**src/rtl/team_06_audio_pkg.sv**
```systemverilog
// team_06_audio_pkg: shared volume gain table and audio helpers
package team_06_audio_pkg;
  localparam logic [15:0][7:0] GAIN_LUT = {
    8'd255, 8'd189, 8'd139, 8'd103, 8'd76, 8'd55, 8'd40, 8'd29,
    8'd21, 8'd15, 8'd10, 8'd7, 8'd4, 8'd2, 8'd1, 8'd0
  };
  function automatic logic [7:0] gain_for(input logic [3:0] volume);
    return GAIN_LUT[volume];
  endfunction
  function automatic int unsigned mid(input int unsigned data_w);
    return 32'd1 << (data_w - 1);
  endfunction
endpackage

```
**src/rtl/team_06_gain_ramp.sv**
```systemverilog
// team_06_gain_ramp: steps the applied gain toward its target once per accepted sample
module team_06_gain_ramp #(
  parameter int RAMP_STEP = 16
) (
  input  logic       clk,
  input  logic       rst,
  input  logic [7:0] target_i,
  input  logic       accept_i,
  input  logic       enable_i,
  output logic [7:0] gain_cur_o,
  output logic       ramp_busy_o
);
  localparam logic [7:0] STEP = 8'(RAMP_STEP);
  logic [7:0] gain_q, gain_d, diff, step;
  logic up;
  // Clamp the step to the remaining distance so the gain never overshoots; disable silences at once
  always_comb begin
    up = target_i > gain_q;
    diff = up ? target_i - gain_q : gain_q - target_i;
    step = diff > STEP ? STEP : diff;
    gain_d = !enable_i ? 8'd0 : !accept_i ? gain_q : up ? gain_q + step : gain_q - step;
  end
  // Gain register
  always_ff @(posedge clk) gain_q <= rst ? 8'd0 : gain_d;
  assign gain_cur_o = gain_q;
  assign ramp_busy_o = gain_q != target_i;
endmodule

```
**src/rtl/team_06_volume_ramp_scaler.sv**
```systemverilog
// team_06_volume_ramp_scaler: two-stage valid/ready log-volume scaler with zipper-free gain ramp
module team_06_volume_ramp_scaler #(
  parameter int DATA_W = 8,
  parameter int RAMP_STEP = 16
) (
  input  logic              clk,
  input  logic              rst,
  input  logic [DATA_W-1:0] in_sample,
  input  logic              in_valid,
  output logic              in_ready,
  input  logic [3:0]        volume,
  input  logic              mute,
  input  logic              enable_volume,
  output logic [DATA_W-1:0] out_sample,
  output logic              out_valid,
  input  logic              out_ready,
  output logic [7:0]        gain_cur,
  output logic              ramp_busy,
  output logic              en
);
  import team_06_audio_pkg::*;
  localparam int PW = DATA_W + 8;
  localparam logic [DATA_W-1:0] MID = DATA_W'(mid(DATA_W));
  logic s1_valid_q, s1_neg_q, out_valid_q, en_q;
  logic [DATA_W-1:0] s1_mag_q, out_sample_q;
  logic [7:0] s1_g_q, target, g_use;
  logic s2_adv, accept, in_neg;
  logic [DATA_W-1:0] in_mag, quo, scaled;
  logic [PW-1:0] prod;
  // Handshake, target selection, and split/recombine arithmetic around midscale
  always_comb begin
    s2_adv = !out_valid_q || out_ready;
    in_ready = !s1_valid_q || s2_adv;
    accept = in_valid && in_ready;
    target = (mute || !enable_volume) ? 8'd0 : gain_for(volume);
    g_use = enable_volume ? gain_cur : 8'd0;
    in_neg = in_sample < MID;
    in_mag = in_neg ? MID - in_sample : in_sample - MID;
    prod = PW'(s1_mag_q) * PW'(s1_g_q);
    quo = DATA_W'(prod / PW'(255));
    scaled = s1_neg_q ? MID - quo : MID + quo;
  end
  team_06_gain_ramp #(.RAMP_STEP(RAMP_STEP)) u_ramp (
    .clk(clk),
    .rst(rst),
    .target_i(target),
    .accept_i(accept),
    .enable_i(enable_volume),
    .gain_cur_o(gain_cur),
    .ramp_busy_o(ramp_busy)
  );
  // Stage 1: capture sign, magnitude and the pre-update gain of the accepted sample
  always_ff @(posedge clk)
    if (rst) begin
      s1_valid_q <= 1'b0;
      s1_neg_q <= 1'b0;
      s1_mag_q <= '0;
      s1_g_q <= 8'd0;
    end else if (in_ready) begin
      s1_valid_q <= in_valid;
      s1_neg_q <= in_neg;
      s1_mag_q <= in_mag;
      s1_g_q <= g_use;
    end
  // Stage 2: scaled output, held stable while downstream stalls
  always_ff @(posedge clk)
    if (rst) begin
      out_valid_q <= 1'b0;
      out_sample_q <= MID;
    end else if (s2_adv) begin
      out_valid_q <= s1_valid_q;
      if (s1_valid_q) out_sample_q <= scaled;
    end
  // Registered copy of the enable
  always_ff @(posedge clk) en_q <= rst ? 1'b0 : enable_volume;
  assign out_sample = out_sample_q;
  assign out_valid = out_valid_q;
  assign en = en_q;
endmodule

```
**config.mk**
```make
export PLATFORM = sky130hd
export DESIGN_NAME = team_06_volume_ramp_scaler
export DESIGN_NICKNAME = d
export VERILOG_FILES = /design/src/rtl/team_06_audio_pkg.sv /design/src/rtl/team_06_gain_ramp.sv /design/src/rtl/team_06_volume_ramp_scaler.sv
export SDC_FILE = /design/constraint.sdc
export NUM_CORES = 1
export LEC_CHECK = 0
export ABC_AREA = 1
export BUFFER_PORTS_ARGS = -buffer_cell sky130_fd_sc_hd__buf_2
export CAP_MARGIN = 20
export CELL_PAD_IN_SITES_DETAIL_PLACEMENT = 0
export CELL_PAD_IN_SITES_GLOBAL_PLACEMENT = 1
export CORE_ASPECT_RATIO = 0.75
export CORE_MARGIN = 5
export CORE_UTILIZATION = 40
export CTS_CLUSTER_DIAMETER = 120
export DETAILED_ROUTE_END_ITERATION = 16
export MAX_ROUTING_LAYER = met4
export PLACE_DENSITY = 0.81
export SETUP_SLACK_MARGIN = 0.15
export SYNTH_ARGS = -nofsm -noshare
export SYNTH_HDL_FRONTEND = slang
export SYNTH_SLANG_ARGS = --single-unit
export TNS_END_PERCENT = 5
```
**constraint.sdc**
```tcl
create_clock -name clk -period 8.27 [get_ports clk]
set_clock_uncertainty 0.2 [all_clocks]
set_input_delay 0.827 -clock clk [delete_from_list [all_inputs] [get_ports clk]]
set_output_delay 0.827 -clock clk [all_outputs]
set_load 0.01 [all_outputs]
```
==> results of run 1 <==
worst max-delay path: cells and delay by family (launching register included):
kind	cells	cell delay (ns)
AO/OA/AOI/OAI	4	0.68
flip-flops	1	0.36
XOR/XNOR	1	0.22
adder cells (fa/ha/maj)	7	2.66
buffers and inverters	11	0.77
AND/OR/NAND/NOR	42	3.97
metrics by stage:
stage / hold slack (ns) / total power [W]
after floorplan: 0.251 / 0.000630
after global placement: 0.265 / 0.000801
after detailed placement: 0.275 / 0.000803
after CTS: 0.287 / 0.00104
after global routing: 0.309 / 0.00114
final: 0.291 / 0.00104
layout by cell type, fill, tap and decap left out, types with 8 or more instances in the layout:
master,count
a21oi_1,52
nand2_1,280
dfxtp_1,23
o21ai_0,36
nand2_4,23
xor2_1,17
fa_1,37
ha_4,9
buf_2,37
nor2_1,58
nand3_2,17
nor2_4,17
xnor2_1,8
nand4_1,10
inv_1,242
nand2_2,65
nor2_2,14
buf_4,166
ha_1,59
inv_2,24
nand3_1,60
o21ai_1,8
routing by layer:
layer	GRT usage, %	routed length (µm)
met1	29.7	10300
met2	28.7	8070
met3	2.12	683
met4	2.20	95
met5	-	0
synthesized netlist by cell type, types with 3 or more instances:
library cell / instances / area share, %
dfxtp_1: 36 / 10
nor3_1: 7 / 0.49
xor2_1: 18 / 2.2
a211oi_1: 3 / 0.31
o31ai_1: 3 / 0.31
xnor2_1: 8 / 0.97
clkbuf_1: 24 / 1.3
ha_1: 68 / 12
nand2_2: 37 / 3.2
o21ai_1: 9 / 0.63
or2_2: 4 / 0.35
nor2_4: 6 / 0.94
o221ai_1: 6 / 0.73
nand4_1: 10 / 0.87
o21ai_0: 40 / 2.8
fa_1: 39 / 11
o211ai_1: 6 / 0.63
nand3_4: 3 / 0.73
nand3_1: 71 / 4.9
nand2_1: 318 / 17
nand3_2: 10 / 1.4
nand2_4: 12 / 1.9
a21oi_1: 55 / 3.8
nor2_1: 70 / 3.7
inv_2: 14 / 0.73
inv_1: 252 / 13
nor2_2: 13 / 1.1
logic make-up after synthesis:
kind of cell	synth area share [%]
simple gates	37.8
buf+inv	15.7
compound gates	10.1
fa+ha+maj	22.7
flops	10.0
xor+xnor	3.55
mux	0.139
power by group:
group | total [W] | leakage, nW | switching, W | internal (W)
Combinational | 0.000612 | 5.13 | 0.000353 | 0.000258
Sequential | 0.000213 | 0.302 | 0.0000239 | 0.000189
Clock | 0.000218 | 0.0798 | 0.0000760 | 0.000142
path summary, 6_finish.rpt:
| check | start | endpoint | slack [ns] | depth (start not counted) |
|---|---|---|---|---|
| setup / recovery | s1_g_q[7] | out_sample[4] | -0.71 | 65 |
| hold reg to reg | s1_valid_q | out_valid | 0.29 | 2 |
| hold / removal | s1_valid_q | out_valid | 0.29 | 2 |
| setup reg to reg | s1_g_q[7] | out_sample[4] | -0.71 | 65 |
layout make-up:
class	count	area [µm²]
Sequential cell	36	754
Fill cell	1782	8120
Multi-Input combinational cell	839	5850
Clock buffer	5	125
Tap cell	242	303
Timing Repair Buffer	205	1450
Clock inverter	3	42.5
Inverter	268	1010
sequential cells by signal, summed over array words and instances, names as in the netlist:
register,count
u_ramp.gain_cur_o,8
s1_mag_q,8
s1_valid_q,1
out_valid,1
out_sample,8
s1_g_q,8
en,1
s1_neg_q,1
what timing repair did:
item | CTS | global route
pin swaps | 61 | 36
cloned | 2 | 0
hold endpoints to repair | 0 | 0
setup buffers | 17 | 1
resized for setup | 83 | 26
setup endpoints to repair | 8 | 8
==> out/summary.md, run 1 <==
The critical path's slowest cell was fa_1. Dividing the detail-routed via count by the number of cells gives 4.67. The share of layout cells above drive strength 1 came out at 31.4%. The max-cap check violation count is 0. The final clock period utilization by the worst path is 109%, and the core utilization of the finished layout is 54.0%. The number of register bits inferred by synthesis was 36; the number of iterations in the first detailed-routing pass was 5. The tools report the first-pass GRT wire length as 33.5 mm. The worst setup path is launched from a flip-flop. Counting tap cells, the placed design contains a total of 1,570 instances.

Pin placement for this block handled 38 I/O pins. The die span in y was 126 µm; the net count after synthesis was 1,295. Net count reported at finish: 1,480. The checks that failed: negative setup slack.

The worst setup slack after placement is -1.21 ns, and the CTS clock-pin slew for the worst setup and hold paths is 0.06 ns. For the number of instances in the synthesized netlist, the log shows 1,170. The H-tree was split into 2 levels. The flow ran to the end, but the final reports show violations.

The post-synthesis instance area is 7200 µm². Dividing total power by cell area gives a power density of 109 nW/µm². The diode insertion count for antenna repair is 0. The share of flip-flops with an asynchronous set or reset after synthesis is 0%, and the number of antenna violations at the first check in global routing is 0.

In this run, CTS created clock tree buffers numbering 5. The tools report the final sum of negative setup slack as -4.21 ns. The tools report the setup slack of the critical path after layout as -0.711 ns.

The Yosys step of the flow raised 0 warnings. The number of global-route vias before repair is 7,213, and the final-report max-slew violation count is 0. The worst setup path is captured at a flip-flop. The tree is rooted in a clkbuf_16. The post-route antenna net violation count was 0; the layout overhead on the synthesized area was 32.5%. In this run the tool buffered the top-level ports with 37 buffer cells.

Data arrives at the worst endpoint at 8.94 ns. Path type of the worst min-delay path: reg2reg. In this run the core area contains 42 standard-cell rows. No sink is reached through more buffers than the 2 on the longest clock path. Global routing used 19.5% of the available tracks.

For this design the static power due to leakage is 5.51 nW. At the pin with the least slew margin, the transition time is 0.773 ns. In the synthesized netlist the dominant register cell turns out to be dfxtp_1.

The average wire length per cell after detail routing was 12.0 µm; the count of vias placed by the detailed router was 7,470. The logs give 20,800 µm² for the die area and 1,598 for the count of non-filler cells in the finished layout. The run gives 19.2 mm as the final wirelength. For the normalized max-slew margin, the log shows 48.3%.

The run gives 8 as the setup violation total in the final timing report. The post-layout minimum cycle time works out to 8.98 ns. The placeable core region was 17,700 µm²; the required time of the worst setup path was 8.23 ns. Entering global routing, the biggest net connects 27 pins. In this run the horizontal extent of the chip is 165 µm. After synthesis, the mean cell area works out to 6.15 µm². The congestion estimate from routability-driven global placement came to 0.876. The cell type with the highest occurrence count on the critical path is nand2_2. The final hold violation count is 0.

For this design, the CTS-stage hold fixing added 0 buffers. Derived from the worst setup path, the maximum achievable clock frequency is 111 MHz. The placed instances occupy a cell area of 8850 µm². The run gives 36 as the clock net sink count. The total global routing overflow is 0, and the effective utilization at floorplan is 40.8%. TritonCTS built the clock tree.

The number of design-rule violations left by the first detailed-router iteration was 361; the largest stage delay on the critical path was 0.55 ns. The sequential share of the synthesized area is 10.0%. Setup repair after global routing could not meet its margin everywhere.

The largest fanout on the critical path is 8. The tools report the post-route cell area as 9540 µm². The tools report the remaining routing DRC violations as 0. The worst setup path is of the reg2reg kind.

Counting distinct cell types in the post-synthesis netlist gives 48. The synthesized design contains 0 enable-type register cells. IR analysis of the VDD net gives a maximum drop of 130 µV.

The final HPWL from detailed placement was 15.8 mm; the insertion delay to the later sink of the worst-skew pair was 0.28 ns.
Power figures use the tool's default switching activity.
==> run 2: changes to the inputs <==
--- a/config.mk
+++ b/config.mk
@@ -15,7 +15,6 @@
 export CORE_UTILIZATION = 40
 export CTS_CLUSTER_DIAMETER = 120
 export DETAILED_ROUTE_END_ITERATION = 16
-export MAX_ROUTING_LAYER = met4
 export PLACE_DENSITY = 0.81
 export SETUP_SLACK_MARGIN = 0.15
 export SYNTH_ARGS = -nofsm -noshare
==> out/summary.md, run 2 (same netlist as run 1, synthesis figures left out) <==
The number of I/O port buffers came out at 37 (unchanged). The run gives 0 (unchanged) as the max-cap check violation count. The final reports fail on negative setup slack. The diode insertion count for antenna repair was 0 (unchanged); the pin slew with the least headroom to its limit was 0.764 ns (-0.00873 ns). The count of hold-fix buffers inserted at cts was 0 (unchanged); the final HPWL from detailed placement was 15.5 mm (-1.8%).

Number of ports placed on the die boundary: 38 (unchanged). The library cell used most frequently in the layout, excluding fill and tap cells, is nand2_1. The area of combinational cells with multiple inputs was 5810 µm² (-0.77%).

The cell depth of the worst flop-to-flop path is 70 (+7.7%), and the final-report max-slew violation count is 0 (unchanged). The run gives 1,475 (-0.34%) as the net count reported at finish. The final wirelength came out at 18.7 mm (-2.5%).

The library cell used as clock root buffer was clkbuf_16. The count of fill cells added during filler insertion is 1,787 (+0.28%). The die span in y came out at 126 µm (unchanged). Insertion delay to the later sink of the worst-skew pair: 0.29 ns (about the same). The total global routing track utilization was 18.4% (-1.1 points); the final hold violation count was 0 (unchanged). The tools report the highest clock frequency the design can meet as 112 MHz (+0.68%). The worst register-to-register path ends at out_sample[6]. Critical path start-end classification: reg2reg. The run gives 0.00104 W (+0.15%) as the total chip power.

The area of all sequential standard cells was 759 µm² (+0.66%). The arrival time at the worst endpoint is 8.90 ns (-0.04 ns). The largest individual stage delay along the critical path comes from the cell fa_1. STA classifies the critical path endpoint as a flip-flop. Number of buffers on the longest clock path: 2 (unchanged).

The number of iterations in the first detailed-routing pass is 5 (unchanged), and the average wire length per cell after detail routing is 11.7 µm (-2.2%). In this run the critical register-to-register path is launched from s1_mag_q[4]. The die area came out at 20,800 µm² (unchanged). The clock net sink count is 36 (unchanged), and the worst hold margin is 0.286 ns (-0.00489 ns). The run gives 2 (unchanged) as the number of H-tree levels. The normalized max-slew margin is 48.9% (+0.58 points).

The post-route antenna net violation count was 0 (unchanged). The count of placed standard cells including taps was 1,567 (-0.19%); the static leakage power was 5.49 nW (-0.45%). The number of global-route vias before repair was 7,044 (-2.3%); the total global routing overflow was 0 (unchanged). The CTS clock-pin slew for the worst setup and hold paths came out at 0.06 ns (about the same). The most critical setup path has its endpoint at out_sample[6]. The placeable core region is 17,700 µm² (unchanged). Beginning of the critical path: s1_mag_q[4]. The tools report the number of design-rule violations left by the first detailed-router iteration as 396 (+9.7%). The tools report the required time of the worst setup path as 8.25 ns (+0.02 ns). The number of vias per cell was 4.64 (-0.84%).

The largest stage delay on the critical path is 0.51 ns (-0.04 ns), and the final clock period utilization by the worst path is 108% (-0.73 points). The tools report the clock buffer count from CTS as 5 (unchanged). Effective utilization at floorplan: 40.8% (unchanged). The layout overhead on the synthesized area came out at 31.4%. Number of placement rows: 42 (unchanged). The largest fanout on the critical path is 8 (unchanged). The placer congestion estimate is 0.897 (+2.4%). The tools report the setup slack of the worst register-to-register path as -0.65 ns (+0.06 ns).

Critical path startpoint category: a flip-flop. The power per standard cell area came out at 110 nW/µm² (+0.97%). The count of vias placed by the detailed router is 7,384 (-1.2%). Share of layout cells above drive strength 1: 30.6% (-0.85 points).

The run gives -0.650 ns (+0.0606 ns) as the setup slack of the critical path after layout. The tools report the core utilization of the finished layout as 53.6% (-0.44 points). The path type of the worst min-delay path is reg2reg. TritonCTS built the clock tree. The post-layout minimum cycle time works out to 8.92 ns (-0.0606 ns).

The x dimension of the die was 165 µm (unchanged); the setup violation total in the final timing report was 8 (unchanged). The number of antenna violations at the first check in global routing was 0 (unchanged). Setup repair after global routing could not meet its margin everywhere. The largest vdd supply drop is 157 µV (+21%), and the remaining routing DRC violations is 0 (unchanged).

The pin count of the biggest net entering global routing came out at 27 (unchanged). The count of non-filler cells in the finished layout is 1,593 (-0.31%). Cell type with the highest occurrence count on the critical path: nand2_2. The run finished, with violations left.

The run gives -3.46 ns (+0.748 ns) as the final sum of negative setup slack. In the layout the commonest cells are nand2_1, inv_1, buf_4. The run gives 32.8 mm (-2.2%) as the first-pass GRT wire length.
==> run 2: cell count changes in the layout (fill, tap and decap cells not counted), moves of 2 or more <==
cell / previous run / this run
nand2_2: 65 / 67
inv_1: 242 / 247
ha_4: 9 / 7
inv_2: 24 / 19
ha_2: 0 / 2
nor2_4: 17 / 15
dfxtp_4: 7 / 9
nor2_2: 14 / 17
nand2_4: 23 / 20
dfxtp_2: 6 / 4
buf_4: 166 / 161
nand3_2: 17 / 15
==> run 2: critical path: cells and delay by family, from the launching register on <==
| family | cells | cell delay (ns) |
|---|---|---|
| flip-flops | 1 | 0.37 |
| AO/OA/AOI/OAI | 4 | 0.56 |
| AND/OR/NAND/NOR | 48 | 4.12 |
| adder cells (fa/ha/maj) | 7 | 2.66 |
| XOR/XNOR | 2 | 0.33 |
| buffers and inverters | 9 | 0.56 |
==> run 2: stage by stage <==
step	area (µm²)	worst slack (ns)
6_report	9460	-0.650
5_1_grt	9460	-1.32
4_1_cts	9380	-0.520
3_5_place_dp	8830	-1.02
3_3_place_gp	8830	-0.907
2_1_floorplan	7450	-0.343
==> run 2: how the worst min path moves through the flow <==
stage,startpoint,to,depth (start not counted)
floorplan,s1_valid_q,out_valid,2
global placement,s1_valid_q,out_valid,2
detailed placement,s1_valid_q,out_valid,2
CTS,out_sample[1],out_sample[1],2
global route,s1_valid_q,out_valid,2
finish,out_sample[1],out_sample[1],2
==> run 2: cell type report <==
cell class | count | area share [%]
clock buffers | 5 | 1.32
clock inverters | 3 | 0.450
inverters | 268 | 10.6
multi-input cells | 839 | 61.4
flip-flops and latches | 36 | 8.03
well taps | 242 | 3.20
repair buffers | 200 | 15.0
==> run 2: what timing repair did <==
item / 4_1_cts / 5_1_grt
setup buffers: 14 / 2
resized for setup: 79 / 19
endpoints found under the setup margin: 8 / 8
cloned: 2 / 0
pin swaps: 49 / 37
==> run 2: routing by layer <==
metal  wire length, µm  global-route usage [%]  part of all wire, %
met4                80                    1.61                 0.43
met3               583                    1.80                  3.1
met1             10300                    29.6                   55
met5                 0                       0                    0
met2              7740                    27.3                   41
==> run 2: power by group <==
part	switching (W)	internal, W
clock network	0.0000778	0.000142
logic	0.000353	0.000259
registers	0.0000239	0.000188
total	0.000454	0.000589
==> run 3: changes to the inputs <==
--- a/config.mk
+++ b/config.mk
@@ -13,9 +13,10 @@
 export CORE_ASPECT_RATIO = 0.75
 export CORE_MARGIN = 5
 export CORE_UTILIZATION = 40
+export CTS_BUF_LIST = sky130_fd_sc_hd__clkbuf_8
 export CTS_CLUSTER_DIAMETER = 120
 export DETAILED_ROUTE_END_ITERATION = 16
-export PLACE_DENSITY = 0.81
+export PLACE_DENSITY_LB_ADDON = 0.1
 export SETUP_SLACK_MARGIN = 0.15
 export SYNTH_ARGS = -nofsm -noshare
 export SYNTH_HDL_FRONTEND = slang
==> out/summary.md, run 3 (same netlist as run 1, synthesis figures left out) <==
The number of iterations in the first detailed-routing pass is 5 (unchanged). Among cell families on the critical path, the largest total delay comes from simple AND/OR/NAND/NOR gates. The largest stage delay on the critical path is 0.54 ns (+0.03 ns), and the layout overhead on the synthesized area is 31.8%. The setup slack of the worst register-to-register path is -0.77 ns (-0.12 ns), and the CTS clock-pin slew for the worst setup and hold paths is 0.08 ns (+0.02 ns). Setup repair after global routing could not meet its margin everywhere.

The total global routing track utilization is 18.9% (+0.49 points). Critical path startpoint category: a flip-flop. The commonest non-fill, non-tap cell in the layout is nand2_1. For the sequential share of power, the log shows 21.6% (+1.3 points). The die area was 20,800 µm² (unchanged). The run gives 27 (unchanged) as the pin count of the biggest net entering global routing. The final clock period utilization by the worst path is 109% (+1.4 points).

The combined buffer and inverter count along the critical path works out to 8 (-1). The worst hold path belongs to the class reg2reg. The number of global-route vias before repair came out at 7,066 (+0.31%). For the power share of the clock group, the log shows 15.9% (-5.1 points).

The tools report the total chip power as 0.000985 W (-5.6%). The normalized max-slew margin was 46.4% (-2.5 points); the die span in y was 126 µm (unchanged). The arrival time at the worst endpoint is 9.03 ns (+0.13 ns), and the total global routing overflow is 0 (unchanged). For the area of all sequential standard cells, the log shows 763 µm² (+0.49%).

STA classifies the critical path endpoint as a flip-flop. The number of logic stages on the critical path including buffering is 64 (-8.6%), and the clock buffer count from CTS is 5 (unchanged). The largest vdd supply drop was 153 µV (-2.6%).

The run gives 38 (unchanged) as the number of ports placed on the die boundary. The run gives 0 (unchanged) as the remaining routing DRC violations. The fraction of power spent switching nets works out to 45.5% (+1.9 points). Final wirelength: 19.1 mm (+2.3%). The share of layout cells above drive strength 1 is 30.5% (about the same).

For the first-pass GRT wire length, the log shows 33.6 mm (+2.3%). The setup slack of the critical path after layout is -0.768 ns (-0.117 ns). The internal power of the cells is 0.000537 W (-8.8%), and the number of cells on the worst hold path is 2 (unchanged). The power per standard cell area is 104 nW/µm² (-5.9%), and the final HPWL from detailed placement is 16.0 mm (+3.3%). The number of buffers on the longest clock path is 2 (unchanged). The run finished, with violations left. Average wire length per cell after detail routing: 11.9 µm (+1.5%). The number of placement rows was 42 (unchanged); the static leakage power was 5.53 nW (+0.82%). The number of I/O port buffers is 37 (unchanged), and the final hold violation count is 0 (unchanged).

The library cells used most frequently in the layout, excluding fill and tap cells, are nand2_1, inv_1, buf_4. The area of combinational cells with multiple inputs is 5790 µm² (-0.32%). The run gives 1,858 (+4.0%) as the count of fill cells added during filler insertion. The x dimension of the die was 165 µm (unchanged); the number of H-tree levels was 2 (unchanged). The clock net sink count came out at 36 (unchanged). The post-layout minimum cycle time is 9.04 ns (+0.117 ns). The cell type with the highest occurrence count on the critical path is nand2_1.

The largest fanout on the critical path was 8 (unchanged). Number of antenna violations at the first check in global routing: 0 (unchanged). The cell depth of the worst flop-to-flop path is 64 (-8.6%), and the core utilization of the finished layout is 53.7% (+0.16 points). The required time of the worst setup path is 8.26 ns (about the same).

The tools report the placeable core region as 17,700 µm² (unchanged). On the critical path, the stage with the largest delay is an instance of fa_1. The logs give 0 (unchanged) for the diode insertion count for antenna repair and -1.16 ns (-0.138 ns) for the worst setup slack after placement. Clock tree synthesis selected as its root buffer the cell clkbuf_8. The highest clock frequency the design can meet is 111 MHz (-1.3%).

The run gives 0 (unchanged) as the post-route antenna net violation count. The pin slew with the least headroom to its limit is 0.802 ns (+0.0374 ns). The run gives 40.8% (unchanged) as the effective utilization at floorplan. The net count reported at finish was 1,486 (+0.75%); the placer congestion estimate was 0.860 (-4.1%). TritonCTS built the clock tree. The tools report the share of total power in combinational logic as 62.5% (+3.9 points). The number of vias per cell was 4.58 (-1.3%). The final reports fail on negative setup slack.

The count of vias placed by the detailed router was 7,340 (-0.60%). The final-report max-slew violation count is 0 (unchanged). The critical path is of the reg2reg type. The logs give 0.29 ns (about the same) for the insertion delay to the later sink of the worst-skew pair and 0 (unchanged) for the max-cap check violation count.

The logs give 0.000448 W (-1.5%) for the net switching power of the design and 8 (unchanged) for the setup violation total in the final timing report. The number of design-rule violations left by the first detailed-router iteration came out at 467 (+18%).
## run 3: timing repair
action / CTS / global route
gates cloned: 2 / 0
hold buffers: 0 / 0
pin swaps: 32 / 46
gates resized for setup: 58 / 34
endpoints found under the setup margin: 8 / 8
buffers inserted: 8 / 8
hold endpoints to repair: 0 / 0
## run 3: worst paths after layout
kind,startpoint,endpoint
hold reg to reg,out_sample[1],out_sample[1]
hold / removal,out_sample[1],out_sample[1]
setup reg to reg,s1_mag_q[2],out_sample[6]
setup / recovery,s1_mag_q[2],out_sample[6]
## run 3: per-layer routing
metal / track usage, % / share of wire, %
met4: 2.00 / 0.37
met3: 1.05 / 1.9
met5: 0 / 0
met2: 28.6 / 42
met1: 30.2 / 56
## run 3: per-stage QoR
stage | setup TNS [ns] | std cells | hold WS, ns | instance area, µm²
after floorplan | -0.745 | 1170 | 0.251 | 7450
after CTS | -3.77 | 1596 | 0.279 | 9310
after global routing | -9.66 | 1604 | 0.313 | 9490
after global placement | -5.86 | 1578 | 0.254 | 8920
after detailed placement | -7.17 | 1578 | 0.258 | 8920
final | -4.38 | 1604 | 0.274 | 9490
## run 3: final cells by class
cell class,instances,area share (%)
multi-input cells,839,61.0
repair buffers,211,16.0
inverters,268,10.6
flip-flops and latches,36,8.04
well taps,242,3.19
clock buffers,5,0.725
clock inverters,3,0.409
## run 3: worst min-delay path: cells and delay by family, from the launching register on
kind / cells / cell delay, ns
AO/OA/AOI/OAI: 1 / 0.06
flip-flops: 1 / 0.32
AND/OR/NAND/NOR: 1 / 0.06
## run 3: power by group through the flow
stage | Clock (W) | Combinational, W | Sequential [W]
after floorplan | 0 | 0.000423 | 0.000207
after global placement | 0 | 0.000598 | 0.000218
after detailed placement | 0 | 0.000599 | 0.000218
after CTS | 0.000160 | 0.000610 | 0.000214
after global routing | 0.000169 | 0.000696 | 0.000216
final | 0.000156 | 0.000616 | 0.000213
